File: config.mk
export PLATFORM = sky130hd
export DESIGN_NAME = osch
export DESIGN_NICKNAME = d
export VERILOG_FILES = /design/src/rtl/osch_pkg.sv /design/src/rtl/osch_phase_acc.sv /design/src/rtl/osch.sv
export SDC_FILE = /design/constraint.sdc
export NUM_CORES = 1
export LEC_CHECK = 0
export CAP_MARGIN = 10
export CORE_MARGIN = 2
export CORE_UTILIZATION = 41
export DETAILED_ROUTE_END_ITERATION = 7
export PLACE_DENSITY = 0.6
export SETUP_SLACK_MARGIN = 0.02
export SYNTH_ARGS = -nofsm -noshare
export SYNTH_HDL_FRONTEND = slang
export SYNTH_SLANG_ARGS = --single-unit
File: constraint.sdc
create_clock -name clk -period 3.27 [get_ports clk]
set_input_delay 0.8175 -clock clk [delete_from_list [all_inputs] [get_ports clk]]
set_output_delay 0.8175 -clock clk [all_outputs]
set_load 0.05 [all_outputs]
File: src/rtl/osch_pkg.sv
// Shared types and elaboration-time helpers for the osch oscillator emulation.
// Holds the state enum, the phase increment formula and the startup counter width.
package osch_pkg;

  typedef enum logic [1:0] {
    STOP = 2'd0,
    WARM = 2'd1,
    RUN  = 2'd2
  } state_t;

  // INC = round(2^acc_w * 2 * nom / ref). The 64-bit product is safe for acc_w up to 32.
  function automatic logic [63:0] calc_inc(input int unsigned ref_khz,
                                           input int unsigned nom_khz,
                                           input int unsigned acc_w);
    logic [63:0] num;
    num = (64'd1 << acc_w) * (64'(nom_khz) * 64'd2);
    return (num + 64'(ref_khz / 2)) / 64'(ref_khz);
  endfunction

  function automatic int cnt_width(input int unsigned cycles);
    return $clog2(cycles + 1);
  endfunction

endpackage

File: src/rtl/osch_phase_acc.sv
// Phase accumulator, carry generation and output toggle flop for osch.
// With OSCH_TICK_EN defined it also produces a registered rising-edge strobe.
module osch_phase_acc #(
  parameter int              ACC_W = 32,
  parameter logic [ACC_W-1:0] INC  = '0
) (
  input  logic clk,
  input  logic rst_n,
  input  logic en,
  input  logic clr,
  output logic osc
`ifdef OSCH_TICK_EN
  ,
  output logic tick
`endif
);

  logic [ACC_W-1:0] acc_reg;
  logic             osc_reg;
  logic [ACC_W:0]   sum;

  assign sum = {1'b0, acc_reg} + {1'b0, INC};
  assign osc = osc_reg;

  always_ff @(posedge clk or negedge rst_n) begin
    if (!rst_n) begin
      acc_reg <= '0;
      osc_reg <= 1'b0;
    end else if (clr) begin
      acc_reg <= '0;
      osc_reg <= 1'b0;
    end else if (en) begin
      acc_reg <= sum[ACC_W-1:0];
      if (sum[ACC_W]) begin
        osc_reg <= ~osc_reg;
      end
    end
  end

`ifdef OSCH_TICK_EN
  logic tick_reg;

  // A carry while osc is low is exactly the edge where osc goes 0->1.
  always_ff @(posedge clk or negedge rst_n) begin
    if (!rst_n) begin
      tick_reg <= 1'b0;
    end else begin
      tick_reg <= en && !clr && sum[ACC_W] && !osc_reg;
    end
  end

  assign tick = tick_reg;
`endif

endmodule

File: src/rtl/osch.sv
// Soft emulation of the on-chip oscillator: fractional divider with standby and startup delay.
// Optional feature macro OSCH_TICK_EN adds the osc_tick rising-edge strobe output.
module osch
  import osch_pkg::*;
#(
  parameter int unsigned REF_FREQ_KHZ   = 100000,
  parameter int unsigned NOM_FREQ_KHZ   = 16630,
  parameter int          ACC_W          = 32,
  parameter int unsigned STARTUP_CYCLES = 16
) (
  input  logic clk,
  input  logic rst_n,
  input  logic stdby,
  output logic osc,
  output logic sedstdby
`ifdef OSCH_TICK_EN
  ,
  output logic osc_tick
`endif
);

  localparam int               CNT_W    = cnt_width(STARTUP_CYCLES);
  localparam logic [63:0]      INC_FULL = calc_inc(REF_FREQ_KHZ, NOM_FREQ_KHZ, ACC_W);
  localparam logic [ACC_W-1:0] INC      = INC_FULL[ACC_W-1:0];
  localparam logic [CNT_W-1:0] CNT_INIT = CNT_W'(STARTUP_CYCLES);
  localparam logic [CNT_W-1:0] CNT_ONE  = CNT_W'(1);

  state_t           state_reg;
  logic [CNT_W-1:0] cnt_reg;
  logic             sedstdby_reg;
  logic             acc_en;

  // Standby is honoured on the very edge that samples it, regardless of state.
  always_ff @(posedge clk or negedge rst_n) begin
    if (!rst_n) begin
      state_reg    <= WARM;
      cnt_reg      <= CNT_INIT;
      sedstdby_reg <= 1'b1;
    end else if (stdby) begin
      state_reg    <= STOP;
      cnt_reg      <= CNT_INIT;
      sedstdby_reg <= 1'b1;
    end else begin
      case (state_reg)
        STOP: begin
          state_reg    <= WARM;
          sedstdby_reg <= 1'b1;
        end
        WARM: begin
          cnt_reg <= cnt_reg - CNT_ONE;
          if (cnt_reg == CNT_ONE) begin
            state_reg    <= RUN;
            sedstdby_reg <= 1'b0;
          end
        end
        RUN: begin
          sedstdby_reg <= 1'b0;
        end
        default: begin
          state_reg    <= STOP;
          cnt_reg      <= CNT_INIT;
          sedstdby_reg <= 1'b1;
        end
      endcase
    end
  end

  assign acc_en   = (state_reg == RUN);
  assign sedstdby = sedstdby_reg;

  osch_phase_acc #(
    .ACC_W (ACC_W),
    .INC   (INC)
  ) u_phase_acc (
    .clk   (clk),
    .rst_n (rst_n),
    .en    (acc_en),
    .clr   (stdby),
    .osc   (osc)
`ifdef OSCH_TICK_EN
    ,
    .tick  (osc_tick)
`endif
  );

endmodule

==> results_dict.tcl <==
set metrics [dict create \
    status "finished, final reports clean" \
    syn_area_per_cell_um2 8.85 \
    power.density_nw_per_um2 618 \
    reg2reg_setup_slack_ns 0.95 \
    crit_buf_inv 1 \
    placed_area_um2 2590 \
    core-area_um2 5920 \
    synthTopCellsByArea "dfrtp_1 38%, nor2_1 6.3%, xnor2_1 4.9%, xor2_1 4.9%, a21oi_1 3.8%" \
    drive_above_1_share 0.0777 \
    cp_top_family "buffers and inverters" \
    worstSetupPathType "flop to primary output" \
    worst_setup_path_end_kind "primary output" \
    ys_warn_count 0 \
    crit_end "sedstdby" \
    grt-ovfl-total 0 \
    crit_required_ns 2.45 \
    power.share.clock 0.206 \
    h-tree-depth 2 \
    core.rowCount 28 \
    synth_cell_type_count 56 \
    synth_top_family_by_area "compound AO/OA/AOI/OAI gates" \
    finalWorstSetupSlack_ns 0.823 \
    fin_cells 358 \
    synth-seq-cells 41 \
    path_cells "clkdlybuf4s50_1" \
    clk_latency_ns 0.30 \
    drc 0 \
    yosys.area.top_type "dfrtp_1" \
    ctsResizeCount 0 \
    antenna_found_initial 0 \
    cts-root-buf "clkbuf_8" \
    r2r_start "state_reg[0]$_DFFE_PN1P_" \
    p_switching_mw 0.651 \
    finalSetupTns_ns 0 \
    routed_wl_mm 5.16 \
    holdPathStages 2 \
    clockBufferDepth 2 \
    synth_top_area_frac 0.377 \
    area_growth_pct 6.30 \
    dpl.hpwl_mm 3.47 \
    cts_buffers 5 \
    cp.arrival_ns 1.63 \
    worstRegToRegCells 8 \
    p_comb_frac 0.352 \
    finalCritPeriodShare 0.748 \
    grt_use_total 0.172 \
    grt_pass1_vias 1911 \
    drv_slew 0 \
    min-delay-path-class "flop to flop" \
    slew_headroom 0.382 \
    dp_cells 350 \
    synth_flop_cell "dfrtp_1" \
    synth_compound_area_frac 0.210 \
    netSwitchingFraction 0.393 \
    cts_hold_buf 0 \
    ir_drop_mv 0.396 \
    clk_pin_slew_ns 0.09 \
    drt_iter0_drc 142 \
    die_h_um 82.4 \
    dp_slack_ns 0.937 \
    drtPass1Iterations 4 \
    synth_edf_count 0 \
    p_leak_nw 1.11 \
    synth_area_um2 2520 \
    skew_ns 0.00711 \
    io_pins 5 \
    startpoint_type "flop" \
    whs_ns 0.539 \
    reg2reg_to "u_phase_acc.acc_reg[31]$_DFFE_PN0P_" \
    diodes 0 \
    synthXorXnorAreaFrac 0.0972 \
    port_buffers 4 \
    ant_nets 0 \
    wl_per_cell_um 14.4 \
    synth_fa_ha_area_frac 0.0347 \
    slowest_stage "clkdlybuf4s50_1" \
    hold_viol 0 \
    syn_inst 285 \
    fmax_ghz 0.409 \
    cpPeakStageDelay_ns 0.80 \
    grt_max_degree 42 \
    cts_sinks 41 \
    async_flop_share 1.00 \
    drv_cap 0 \
    crit_fanout 2 \
    total_power_mw 1.66 \
    gp_congestion 0.859 \
    seq_power_share 0.442 \
    initial_core_util 0.426 \
    yosys.area_share.simple 0.186 \
    setup-violations-final 0 \
    tightest_slew_ns 0.926 \
    grt_first_pass_wirelength_mm 8.98 \
    min_period_ns 2.45 \
    drt-vias-per-instance 5.55 \
    largest_register_ffs 32 \
    ys_seq_area_frac 0.408 \
    vias 1988 \
    die_x_um 82.4 \
    final_util 0.453 \
    rsz0062_at_grt "no" \
    synth_mux_area_frac 0.0129 \
    p_int_mw 1.01 \
    fin_area_um2 2680 \
    nNetsFinal 292 \
    syn_nets 295 \
    cts_setup_buffers 0 \
    critical_path.startpoint "sedstdby$_DFFE_PN1P_" \
    cts_tree "yes" \
    dieArea_um2 6800 \
    crit_cells 1 \
]
==> power groups by stage <==
stage | logic, mW | clock network [mW] | registers [mW]
floorplan | 0.496 | 0 | 0.705
global placement | 0.581 | 0 | 0.738
detailed placement | 0.584 | 0 | 0.738
CTS | 0.590 | 0.351 | 0.729
global route | 0.662 | 0.371 | 0.749
finish | 0.584 | 0.341 | 0.732
==> placed cells by master (no fill, tap or decap), types with 2 or more instances in the layout <==
cell type / Yosys / routed
a211oi_1: 4 / 4
a21o_1: 5 / 5
a21oi_1: 19 / 19
a22o_1: 2 / 2
a22oi_1: 3 / 3
a31oi_1: 2 / 2
and3_1: 2 / 2
buf_4: 1 / 2
clkbuf_8: 0 / 5
clkdlybuf4s50_1: 0 / 3
clkinvlp_4: 0 / 2
dfrtp_1: 38 / 38
dfstp_2: 3 / 3
ha_1: 7 / 7
inv_1: 14 / 14
mux2_2: 2 / 2
nand2_1: 15 / 15
nand2b_1: 3 / 3
nand3_1: 6 / 6
nand3b_1: 2 / 2
nand4_1: 2 / 2
nor2_1: 42 / 42
nor2b_1: 2 / 2
nor3_1: 8 / 8
nor4_1: 2 / 2
o2111ai_1: 2 / 2
o211a_1: 3 / 3
o211ai_1: 5 / 5
o21a_1: 2 / 2
o21ai_0: 11 / 11
o21ai_1: 5 / 5
o31ai_1: 4 / 4
o32ai_1: 2 / 2
or2_2: 2 / 2
or3_1: 4 / 4
xnor2_1: 14 / 14
xor2_1: 14 / 14
==> Yosys cell counts (5+ instances only) <==
library cell	n
o21ai_0	11
nor2_1	42
xnor2_1	14
o211ai_1	5
a21oi_1	19
dfrtp_1	38
o21ai_1	5
xor2_1	14
inv_1	14
nand3_1	6
a21o_1	5
nand2_1	15
clkbuf_1	11
ha_1	7
nor3_1	8
==> cell type report <==
| type | count | area, µm² |
|---|---|---|
| Fill cell | 575 | 3240 |
| Multi-Input combinational cell | 213 | 1360 |
| Sequential cell | 41 | 1030 |
| Tap cell | 75 | 93.8 |
| Clock buffer | 6 | 72.6 |
| Inverter | 15 | 56.3 |
| Timing Repair Buffer | 6 | 50.0 |
| Clock inverter | 2 | 15.0 |
==> routing by layer <==
metal  vias up  wire, µm  track usage
met5         -         0            0
met4         0        61       0.0500
met3         8       143       0.0304
met2        22      2350        0.272
met1       966      2600        0.242
li1        992         -            -
==> how the worst min path moves through the flow <==
stage	to	startpoint	slack, ns
global placement	state_reg[1]$_DFFE_PN0P_	state_reg[1]$_DFFE_PN0P_	0.52
floorplan	state_reg[1]$_DFFE_PN0P_	state_reg[1]$_DFFE_PN0P_	0.49
global route	u_phase_acc.osc$_DFFE_PN0P_	u_phase_acc.osc$_DFFE_PN0P_	0.56
finish	u_phase_acc.osc$_DFFE_PN0P_	u_phase_acc.osc$_DFFE_PN0P_	0.54
detailed placement	state_reg[1]$_DFFE_PN0P_	state_reg[1]$_DFFE_PN0P_	0.52
CTS	state_reg[1]$_DFFE_PN0P_	state_reg[1]$_DFFE_PN0P_	0.55
==> cell families after synthesis <==
group | Yosys count
and+or+nand+nor | 97
xor gates and xnor gates | 28
AOI/OAI and AO/OA | 78
DFF | 41
muxes | 3
adders and majority gates | 7
buffers and inverters | 31
Note: power is estimated with default switching activity, not from simulation.
